`src/rtl/stall_ctrl.sv`:
```
// -----------------------------------------------------------------------------
// stall_ctrl -- pipeline hazard / data-cache miss stall controller
//
// Combines two stall sources for a 5-stage pipeline:
//   * load-use hazard detection (ID vs EX) -> one-cycle bubble
//   * data-cache miss handling FSM (IDLE -> [WB] -> REFILL -> DONE -> IDLE)
//     which freezes the whole pipeline until the line is refilled.
//
// Ports
//   clk_i, rst_i              clock, asynchronous active-low reset
//   IDEX_MemRead_i            EX-stage instruction is a load
//   IDEX_RDaddr_i             EX-stage destination register
//   IFID_RS1addr_i/RS2addr_i  ID-stage source registers
//   Branch_i                  taken branch resolved in ID
//   EXMEM_MemRead_i/MemWrite_i MEM-stage data access
//   hit_i, dirty_i            cache hit / victim dirty for the MEM access
//   mem_ack_i                 off-chip transfer complete (1-cycle pulse)
//   PCWrite_o, IFIDWrite_o    PC / IF-ID update enables
//   NoOp_o                    insert bubble into ID/EX
//   Flush_o                   clear IF/ID
//   MemStall_o                freeze all pipeline registers
//   mem_req_o, mem_we_o       memory request, write (1) / read (0)
//   refill_we_o               write refill data into the cache array
//   stall_cnt_o, miss_cnt_o   saturating performance counters
// -----------------------------------------------------------------------------
module stall_ctrl (
  input  logic        clk_i,
  input  logic        rst_i,
  input  logic        IDEX_MemRead_i,
  input  logic [4:0]  IDEX_RDaddr_i,
  input  logic [4:0]  IFID_RS1addr_i,
  input  logic [4:0]  IFID_RS2addr_i,
  input  logic        Branch_i,
  input  logic        EXMEM_MemRead_i,
  input  logic        EXMEM_MemWrite_i,
  input  logic        hit_i,
  input  logic        dirty_i,
  input  logic        mem_ack_i,
  output logic        PCWrite_o,
  output logic        IFIDWrite_o,
  output logic        NoOp_o,
  output logic        Flush_o,
  output logic        MemStall_o,
  output logic        mem_req_o,
  output logic        mem_we_o,
  output logic        refill_we_o,
  output logic [15:0] stall_cnt_o,
  output logic [15:0] miss_cnt_o
);

  typedef enum logic [1:0] {
    IDLE   = 2'd0,
    WB     = 2'd1,
    REFILL = 2'd2,
    DONE   = 2'd3
  } state_t;

  state_t state_q, state_d;
  logic   miss;
  logic   hazard;

  // A miss is only meaningful while idle; in the other states the access
  // is already being serviced and is re-evaluated once back in IDLE.
  assign miss = (state_q == IDLE) & (EXMEM_MemRead_i | EXMEM_MemWrite_i) & ~hit_i;

  assign hazard = IDEX_MemRead_i & (IDEX_RDaddr_i != 5'd0) &
                  ((IDEX_RDaddr_i == IFID_RS1addr_i) |
                   (IDEX_RDaddr_i == IFID_RS2addr_i));

  // NOTE: non-blocking assignments for all clocked state so every register
  // samples the pre-edge values, independent of block evaluation order.
  always_ff @(posedge clk_i or negedge rst_i) begin
    if (!rst_i) state_q <= IDLE;
    else        state_q <= state_d;
  end

  // NOTE: every output of this block gets a default first, so no path can
  // leave a signal unassigned and infer a latch.
  always_comb begin
    state_d = state_q;
    unique case (state_q)
      IDLE:    if (miss) state_d = dirty_i ? WB : REFILL;
      WB:      if (mem_ack_i) state_d = REFILL;
      REFILL:  if (mem_ack_i) state_d = DONE;
      DONE:    state_d = IDLE;
      default: state_d = IDLE;
    endcase
  end

  // Memory-side outputs decode the state register only, so an asynchronous
  // reset drops them immediately, without waiting for a clock edge.
  always_comb begin
    mem_req_o   = (state_q == WB) | (state_q == REFILL);
    mem_we_o    = (state_q == WB);
    refill_we_o = (state_q == DONE);
  end

  // Pipeline control: a memory stall overrides the load-use hazard; the
  // hazard is simply seen again once the freeze lifts.
  always_comb begin
    MemStall_o  = (state_q != IDLE) | miss;
    PCWrite_o   = 1'b1;
    IFIDWrite_o = 1'b1;
    NoOp_o      = 1'b0;
    if (MemStall_o) begin
      PCWrite_o   = 1'b0;
      IFIDWrite_o = 1'b0;
    end else if (hazard) begin
      PCWrite_o   = 1'b0;
      IFIDWrite_o = 1'b0;
      NoOp_o      = 1'b1;
    end
    Flush_o = Branch_i & ~hazard & ~MemStall_o;
  end

  // Saturating performance counters.
  always_ff @(posedge clk_i or negedge rst_i) begin
    if (!rst_i) begin
      stall_cnt_o <= '0;
      miss_cnt_o  <= '0;
    end else begin
      if (MemStall_o && (stall_cnt_o != 16'hFFFF))
        stall_cnt_o <= stall_cnt_o + 16'd1;
      // miss is gated by IDLE, so it marks exactly the IDLE->WB/REFILL edge.
      if (miss && (miss_cnt_o != 16'hFFFF))
        miss_cnt_o <= miss_cnt_o + 16'd1;
    end
  end

endmodule

```
`config.mk`:
```
export PLATFORM = sky130hd
export DESIGN_NAME = stall_ctrl
export DESIGN_NICKNAME = d
export VERILOG_FILES = /design/src/rtl/stall_ctrl.sv
export SDC_FILE = /design/constraint.sdc
export NUM_CORES = 1
export LEC_CHECK = 0
export CAP_MARGIN = 25
export CORE_MARGIN = 5
export CORE_UTILIZATION = 50
export CTS_CLUSTER_DIAMETER = 100
export CTS_CLUSTER_SIZE = 12
export DETAILED_ROUTE_END_ITERATION = 10
export GPL_TIMING_DRIVEN = 0
export PLACE_DENSITY = 0.86
export SLEW_MARGIN = 20
export SYNTH_ARGS = -nofsm -noshare
export SYNTH_HDL_FRONTEND = slang
export SYNTH_SLANG_ARGS = --single-unit
```
`constraint.sdc`:
```
create_clock -name clk_i -period 4.9 [get_ports clk_i]
set_input_delay 0.98 -clock clk_i [delete_from_list [all_inputs] [get_ports clk_i]]
set_output_delay 0.98 -clock clk_i [all_outputs]
set_load 0.01 [all_outputs]
```
==> results.md, run 1 <==
* Ant. Diodes at 0
* Vias/cell at approximately 5.7
* Final ANT Viol Nets at 0
* Worst setup SP type: input port
* Top cell by count, worst path: clkdlybuf4s50_1
* Longest Clk Path Bufs at 2
* Port bufs at 63
* Routed WL at about 4.9 mm
* Reg2reg start: state_q[0]$_DFFE_PN0P_
* Post-synth top area share at 0.431
* Synth Instances at around 180
* Period utilisation layout at 0.832
* Clock root cell: clkbuf_8
* Met3 track demand over resource at 0.0399
* HPWL after DPL at 3.71 mm
* Die area at between 5000 and 6000 um^2
* Worst Max-Slew Pin Slew at 607 ps
* Commonest cells after routing, fill and taps aside: clkdlybuf4s50_1, dfrtp_1, xnor2_1
* Status: completed
* XOR/XNOR share of the synthesized area at 0.164
* Sink Count at 34
* Pint at slightly below 0.0008 W
* Die span in y at 72.8 um
* Seq/Total Area, Yosys at 0.431
* Worst Path Arrival at ~3100 ps
* Critical path type: in -> out
* GRT busiest layer: met2
* RD Place Congestion at 0.882
* Final setup vio count at 0
* CORE AREA at around 3700 um^2
* Setup crit start: EXMEM_MemWrite_i
* Crit path required time at 3920 ps
* First-pass GRT wire length at around 8 mm
* Post-route core utilization at 0.746
* Slowest CP cell: clkdlybuf4s50_1
* Initial Util at 0.527
* Die width at around 73 um
* Layout Nets at around 290
* Net Sw Power at 0.000417 W
* Combinational family with the most area after synthesis: simple AND/OR/NAND/NOR gates
* Leading cell type in the layout, fill and taps excluded: clkdlybuf4s50_1
* Hold buffer count at cts at 0
* Register bit total from synthesis at 34
* Switch share at 0.351
* Net Count, Synth at approximately 210
* CTS Buf Count at 5
* Pwr/cell area at 425 nW/um^2
* Final setup TNS at 0 ps
* GRT Total Usage at 0.196
* DR iter-0 viols at ~110
* CTS tree: yes
* Hold Startpoint: miss_cnt_o[15]$_DFFE_PN0P_
* Synth cell types at 40
* Synth warn at 0
* Crit Path Max Fanout at 10
* Resize count post-CTS at 0
* Gr ovfl total at 0
* Cell area after placement at 2690 um^2
* # fillers at about 270
* GR Layer Usage met1 at 0.239
* Final Hold Viols at 0
* Post-layout min period at 4080 ps
* Avg Cell Area, Syn at 10.8 um^2
* DRC at 0
* Area leader, netlist: dfrtp_1
* Max rail drop VDD at around 0.32 mV
* Adder-Cell Fraction of Synth Area at 0.0444
* I/O pin total at 64
* Area Growth Syn to Fin at 41.5%
* Layout cells sized above 1 at 0.0824
* Wire per inst at roughly 16 um
* Clock power share at 0.212
* Flop pwr share at 0.368
* Max incr delay on CP at about 540 ps
* Vias in the first global route at 1712
* Post-CTS setup buffers at 0
* Pin count of the biggest net entering global routing at 22
* Synth Area in Simple Gates at 0.240
* F_max at 0.245 GHz
* Final instance area at 2790 um^2
* Crit path cell chain: clkdlybuf4s50_1 -> o21ba_2 -> nor2_2 -> inv_1 -> a21oi_1 -> buf_4 -> clkdlybuf4s50_1
* Grt met2 use at 0.332
* Main area contributors after synthesis: dfrtp_1, xnor2_1, xor2_1, ha_1, nand4_1
* Hold Crit Class: reg -> reg
* Row cnt at 22
* Final Max Tran Viols at 0
* Initial antenna violation count at 0
* Mux cell area share after synthesis at 0.0336
* DR vias at 1721
* Compound-Gate Fraction of Synth Area at 0.0722
* Number of max-cap violations at 0
* Leak Pwr at 1.19 nW
* Clock insertion delay at the later pin of the skew report at 280 ps
* CTS H-tree lvls at 2
* Drt pass-1 iters at 4
* Worst Skew at 9.07 ps
* Clk slew on worst S/H paths at 70 ps
* CP Capture Type: primary output
* Combinational share of power at 0.420
* Mapped Area at just under 2000 um^2
* Slew HR at 0.592
* Unrepaired setup endpoints after global routing: false
==> worst paths after layout <==
kind / endpoint / slack, ps / cells after the start
max: PCWrite_o / 820 / 7
min: miss_cnt_o[15]$_DFFE_PN0P_ / 520 / 1
max reg2reg: miss_cnt_o[8]$_DFFE_PN0P_ / 2750 / 6
min reg2reg: miss_cnt_o[15]$_DFFE_PN0P_ / 520 / 1
max in group asynchronous: stall_cnt_o[0]$_DFFE_PN0P_ / 3880 / 2
min in group asynchronous: miss_cnt_o[6]$_DFFE_PN0P_ / 590 / 1
==> layout make-up <==
| cell class | instances | area [um^2] | share of cell area |
|---|---|---|---|
| clock buffer | 7 | 76.3 | 0.0273 |
| buffer | 1 | 7.51 | 0.00269 |
| timing repair buffer | 64 | 653 | 0.234 |
| clock inverter | 1 | 30.0 | 0.0107 |
| tap | 48 | 60.1 | 0.0215 |
| multi-input combinational | 142 | 1090 | 0.391 |
| sequential | 34 | 851 | 0.305 |
| inverter | 6 | 22.5 | 0.00806 |
==> per-layer routing <==
layer | vias to the layer above | wire length (um)
li1 | 814 | -
met1 | 826 | 1990
met2 | 73 | 2430
met3 | 8 | 328
met4 | 0 | 107
met5 | - | 0
==> registers in the layout, summed over array words and instances, names as in the netlist <==
register,cells
stall_cnt_o,16
miss_cnt_o,16
state_q,2
==> kinds of logic after synthesis <==
group / after synthesis
flip-flops: 34
adder cells (fa/ha/maj): 7
buffers and inverters: 7
AND/OR/NAND/NOR: 74
XOR/XNOR: 37
multiplexers: 6
AO/OA/AOI/OAI: 18
==> metrics by stage <==
step	hold WS, ps	setup slack [ps]	total power [W]	cells
after CTS	518	820	0.00120	303
final	520	824	0.00119	303
after global placement	502	859	0.000924	294
after global routing	548	666	0.00126	303
after floorplan	533	1810	0.000688	183
after detailed placement	507	843	0.000939	295
==> power groups by stage <==
stage / Combinational [W] / Sequential [W] / Clock [W]
6_report: 0.000500 / 0.000438 / 0.000251
2_1_floorplan: 0.000237 / 0.000451 / 0
3_5_place_dp: 0.000498 / 0.000441 / 0
4_1_cts: 0.000506 / 0.000437 / 0.000256
5_1_grt: 0.000545 / 0.000450 / 0.000269
3_3_place_gp: 0.000485 / 0.000439 / 0
==> synth_stat cells <==
master and count:
nand4_1 10, o211ai_1 2, ha_1 7, nand2_1 12
nand4_4 1, and2_1 1, buf_4 1, o21bai_1 1
nand4_2 1, dfrtp_1 34, inv_1 6, nor4b_1 1
nor2b_1 1, and3_1 5, nor3b_1 2, o22ai_1 1
or4_1 1, and4bb_2 1, mux2_4 1, o2111a_1 1
nand3_1 10, mux2_2 1, a31oi_1 4, a2111oi_4 1
a211oi_1 1, o21a_1 1, xnor2_1 20, nor4_1 7
nand3b_1 1, nor2_1 4, nor3_1 8, nor4_4 2
xor2_1 17, and4_1 2, nor2_2 3, o21ba_2 1
mux2i_1 4, nand4b_1 1, o21ai_0 1, a21oi_1 4
==> critical path: cells and delay by family <==
kind	cells	cell delay (ps)
AO/OA/AOI/OAI	2	470
buffers and inverters	4	1290
AND/OR/NAND/NOR	1	350
No activity file was read; power rests on OpenSTA's default activity.
==> inputs of run 2 (changes only) <==
- CORE_UTILIZATION: 50 -> 42
- PLACE_DENSITY: 0.86 -> 0.77
- clock period: 4.9 -> 3.6 ns (I/O delays scaled with it)
==> run 2 against run 1 <==
Compared with the run above: clock power about the same; worst setup slack got worse by 720 ps; count of clock-buffer cells in the layout is the same; routed wire length is 6.0% lower; clock skew fell by 5.9 ps; non-clock buffer count unchanged; register-to-register slack got worse by 1300 ps; global-route usage down 4.3 points; sequential cell count did not move; critical endpoint unchanged.
==> results.md, run 2 (synthesis results as in run 1) <==
* DR iter-0 viols at 26 (was 106)
* Largest registers: miss_cnt_o: 16 flops, stall_cnt_o: 16 flops, state_q: 2 flops (unchanged)
* Number of max-cap violations at 0 (unchanged)
* Met3 track demand over resource at 0.0516 (was 0.0399)
* Pin count of the biggest net entering global routing at 21 (was 22)
* Wire per inst at 14.8 um (was 16.0 um)
* Final Hold Viols at 0 (unchanged)
* CP bufs+invs at 3 (was 4)
* Period utilisation layout at 0.972
* Final setup vio count at 0 (unchanged)
* Sink Count at 34 (unchanged)
* Top delay family on crit path: buffers and inverters (unchanged)
* Die span in y at 78.6 um (was 72.8 um)
* Vias/cell at 5.40 (was 5.68)
* GRT Total Usage at 0.153 (was 0.196)
* Unrepaired setup endpoints after global routing: false (unchanged)
* DRC at 0 (unchanged)
* Routed WL at 4.57 mm (was 4.86 mm)
* Die width at 78.6 um (was 72.8 um)
* GR Layer Usage met1 at 0.198 (was 0.239)
* Port bufs at 63 (unchanged)
* Crit path cell chain: clkdlybuf4s50_1 -> or4_1 -> o21a_1 -> a21oi_2 -> buf_4 -> clkdlybuf4s50_1 (was clkdlybuf4s50_1 -> o21ba_2 -> nor2_2 -> inv_1 -> a21oi_1 -> buf_4 -> clkdlybuf4s50_1)
* Max rail drop VDD at 0.430 mV (was 0.321 mV)
* Vias in the first global route at 1600 (was 1712)
* HPWL after DPL at 3.63 mm (was 3.71 mm)
* Crit Path Max Fanout at 3 (was 10)
* Final ANT Viol Nets at 0 (unchanged)
* Clock insertion delay at the later pin of the skew report at 280 ps (about the same)
* Worst Max-Slew Pin Slew at 627 ps (was 607 ps)
* Top cell by count, worst path: clkdlybuf4s50_1 (unchanged)
* Worst Path Arrival at 2780 ps (was 3100 ps)
* Hold Crit Class: in -> async (was reg -> reg)
* Max incr delay on CP at 550 ps (was 540 ps)
* Gr ovfl total at 0 (unchanged)
* Clock power share at 0.166 (was 0.212)
* CP Capture Type: primary output (unchanged)
* Flop pwr share at 0.389 (was 0.368)
* Layout cells sized above 1 at 0.0827 (was 0.0824)
* DR vias at 1664 (was 1721)
* Pwr/cell area at 545 nW/um^2 (was 425 nW/um^2)
* Placed Cells at 301 (was 295)
* Worst setup SP type: input port (unchanged)
* Critical path type: in -> out (unchanged)
* Initial antenna violation count at 0 (unchanged)
* Commonest cells after routing, fill and taps aside: clkdlybuf4s50_1, dfrtp_1, xnor2_1 (unchanged)
* Final Max Tran Viols at 0 (unchanged)
* CTS H-tree lvls at 2 (unchanged)
* GRT busiest layer: met2 (unchanged)
* Final setup TNS at 0 ps (unchanged)
* Post-layout min period at 3500 ps
* Slowest CP cell: or4_1 (was clkdlybuf4s50_1)
* Slew HR at 0.578 (was 0.592)
* Hold buffer count at cts at 0 (unchanged)
* R2R setup slack at 1480 ps (was 2750 ps)
* Crit path required time at 2880 ps (was 3920 ps)
* Drt pass-1 iters at 4 (unchanged)
* Clock root cell: clkbuf_8 (unchanged)
* Worst R2R Path Depth at 6 (unchanged)
* I/O pin total at 64 (unchanged)
* Die area at 6170 um^2 (was 5310 um^2)
* Post-CTS setup buffers at 0 (unchanged)
* Reg2Reg Capture Point: miss_cnt_o[8]$_DFFE_PN0P_ (unchanged)
* Layout Nets at 285 (unchanged)
* Net Sw Power at 0.000538 W (was 0.000417 W)
* Clk slew on worst S/H paths at 60 ps (was 70 ps)
* Pint at 0.000979 W (was 0.000772 W)
* Status: completed (unchanged)
* Area Growth Syn to Fin at 40.8% (was 41.5%)
* F_max at approximately 0.29 GHz
* Worst Skew at 3.16 ps (was 9.07 ps)
* Reg2reg start: state_q[0]$_DFFE_PN0P_ (unchanged)
* CTS Buf Count at 5 (unchanged)
* Leak Pwr at 1.18 nW (was 1.19 nW)
* Grt met2 use at 0.233 (was 0.332)
* Row cnt at 25 (was 22)
* Combinational share of power at 0.446 (was 0.420)
* CORE AREA at 4630 um^2 (was 3740 um^2)
* RD Place Congestion at 0.786 (was 0.882)
* Initial Util at 0.426 (was 0.527)
* CTS tree: yes (unchanged)
* Ant. Diodes at 0 (unchanged)
* Resize count post-CTS at 0 (unchanged)
* First-pass GRT wire length at 7.52 mm (was 8.01 mm)
* Longest Clk Path Bufs at 2 (unchanged)
* Switch share at 0.355 (was 0.351)
* Leading cell type in the layout, fill and taps excluded: clkdlybuf4s50_1 (unchanged)
* Final std cells w/o fill at 308 (was 303)
==> run 2: changes by cell type in the layout (fill, tap and decap cells not counted), sizes merged <==
cell and change:
bufinv -1
==> run 2: area by class of cell <==
type,count,area [um^2]
inverter,6,22.5
tap,54,67.6
clock buffer,7,76.3
fill,396,1850
multi-input combinational,142,1100
buffer,1,7.51
sequential,34,851
timing repair buffer,64,653
==> run 2: power groups by stage <==
stage | clock network, W | registers, W | logic, W
floorplan | 0 | 0.000613 | 0.000323
detailed placement | 0 | 0.000597 | 0.000678
CTS | 0.000265 | 0.000591 | 0.000682
global route | 0.000279 | 0.000605 | 0.000736
finish | 0.000251 | 0.000589 | 0.000676
global placement | 0 | 0.000594 | 0.000658
==> run 2: worst register-to-register path, stage by stage, from the launching register on <==
cell and delay [ps]:
dfrtp_1 400, inv_1 130, ha_1 340, inv_1 140, nor3_1 560, and4bb_2 340, xor2_1 160
==> run 2: worst max-delay path by stage <==
stage / start / endpoint / cells after the start
2_1_floorplan: IDEX_RDaddr_i[1] / PCWrite_o / 4
3_3_place_gp: IDEX_RDaddr_i[1] / PCWrite_o / 6
3_5_place_dp: IDEX_RDaddr_i[1] / PCWrite_o / 6
4_1_cts: IDEX_RDaddr_i[1] / PCWrite_o / 6
5_1_grt: IDEX_RDaddr_i[1] / PCWrite_o / 6
6_report: IDEX_RDaddr_i[1] / PCWrite_o / 6
==> run 2: metrics by stage <==
stage | hold WS [ps] | instance area [um^2] | power, W | setup slack (ps) | util
floorplan | 424 | 1970 | 0.000937 | 1030 | -
global placement | 504 | 2670 | 0.00125 | 87.5 | 0.577
detailed placement | 509 | 2700 | 0.00127 | 58.3 | 0.582
global route | 370 | 2780 | 0.00162 | 28.9 | 0.601
finish | 358 | 2780 | 0.00152 | 101 | 0.601
CTS | 359 | 2770 | 0.00154 | 49.8 | 0.599
==> run 2: routing by layer <==
| layer | vias up | part of all wire |
|---|---|---|
| li1 | 811 | - |
| met1 | 790 | 0.44 |
| met2 | 57 | 0.45 |
| met3 | 6 | 0.084 |
| met4 | 0 | 0.019 |
| met5 | - | 0 |
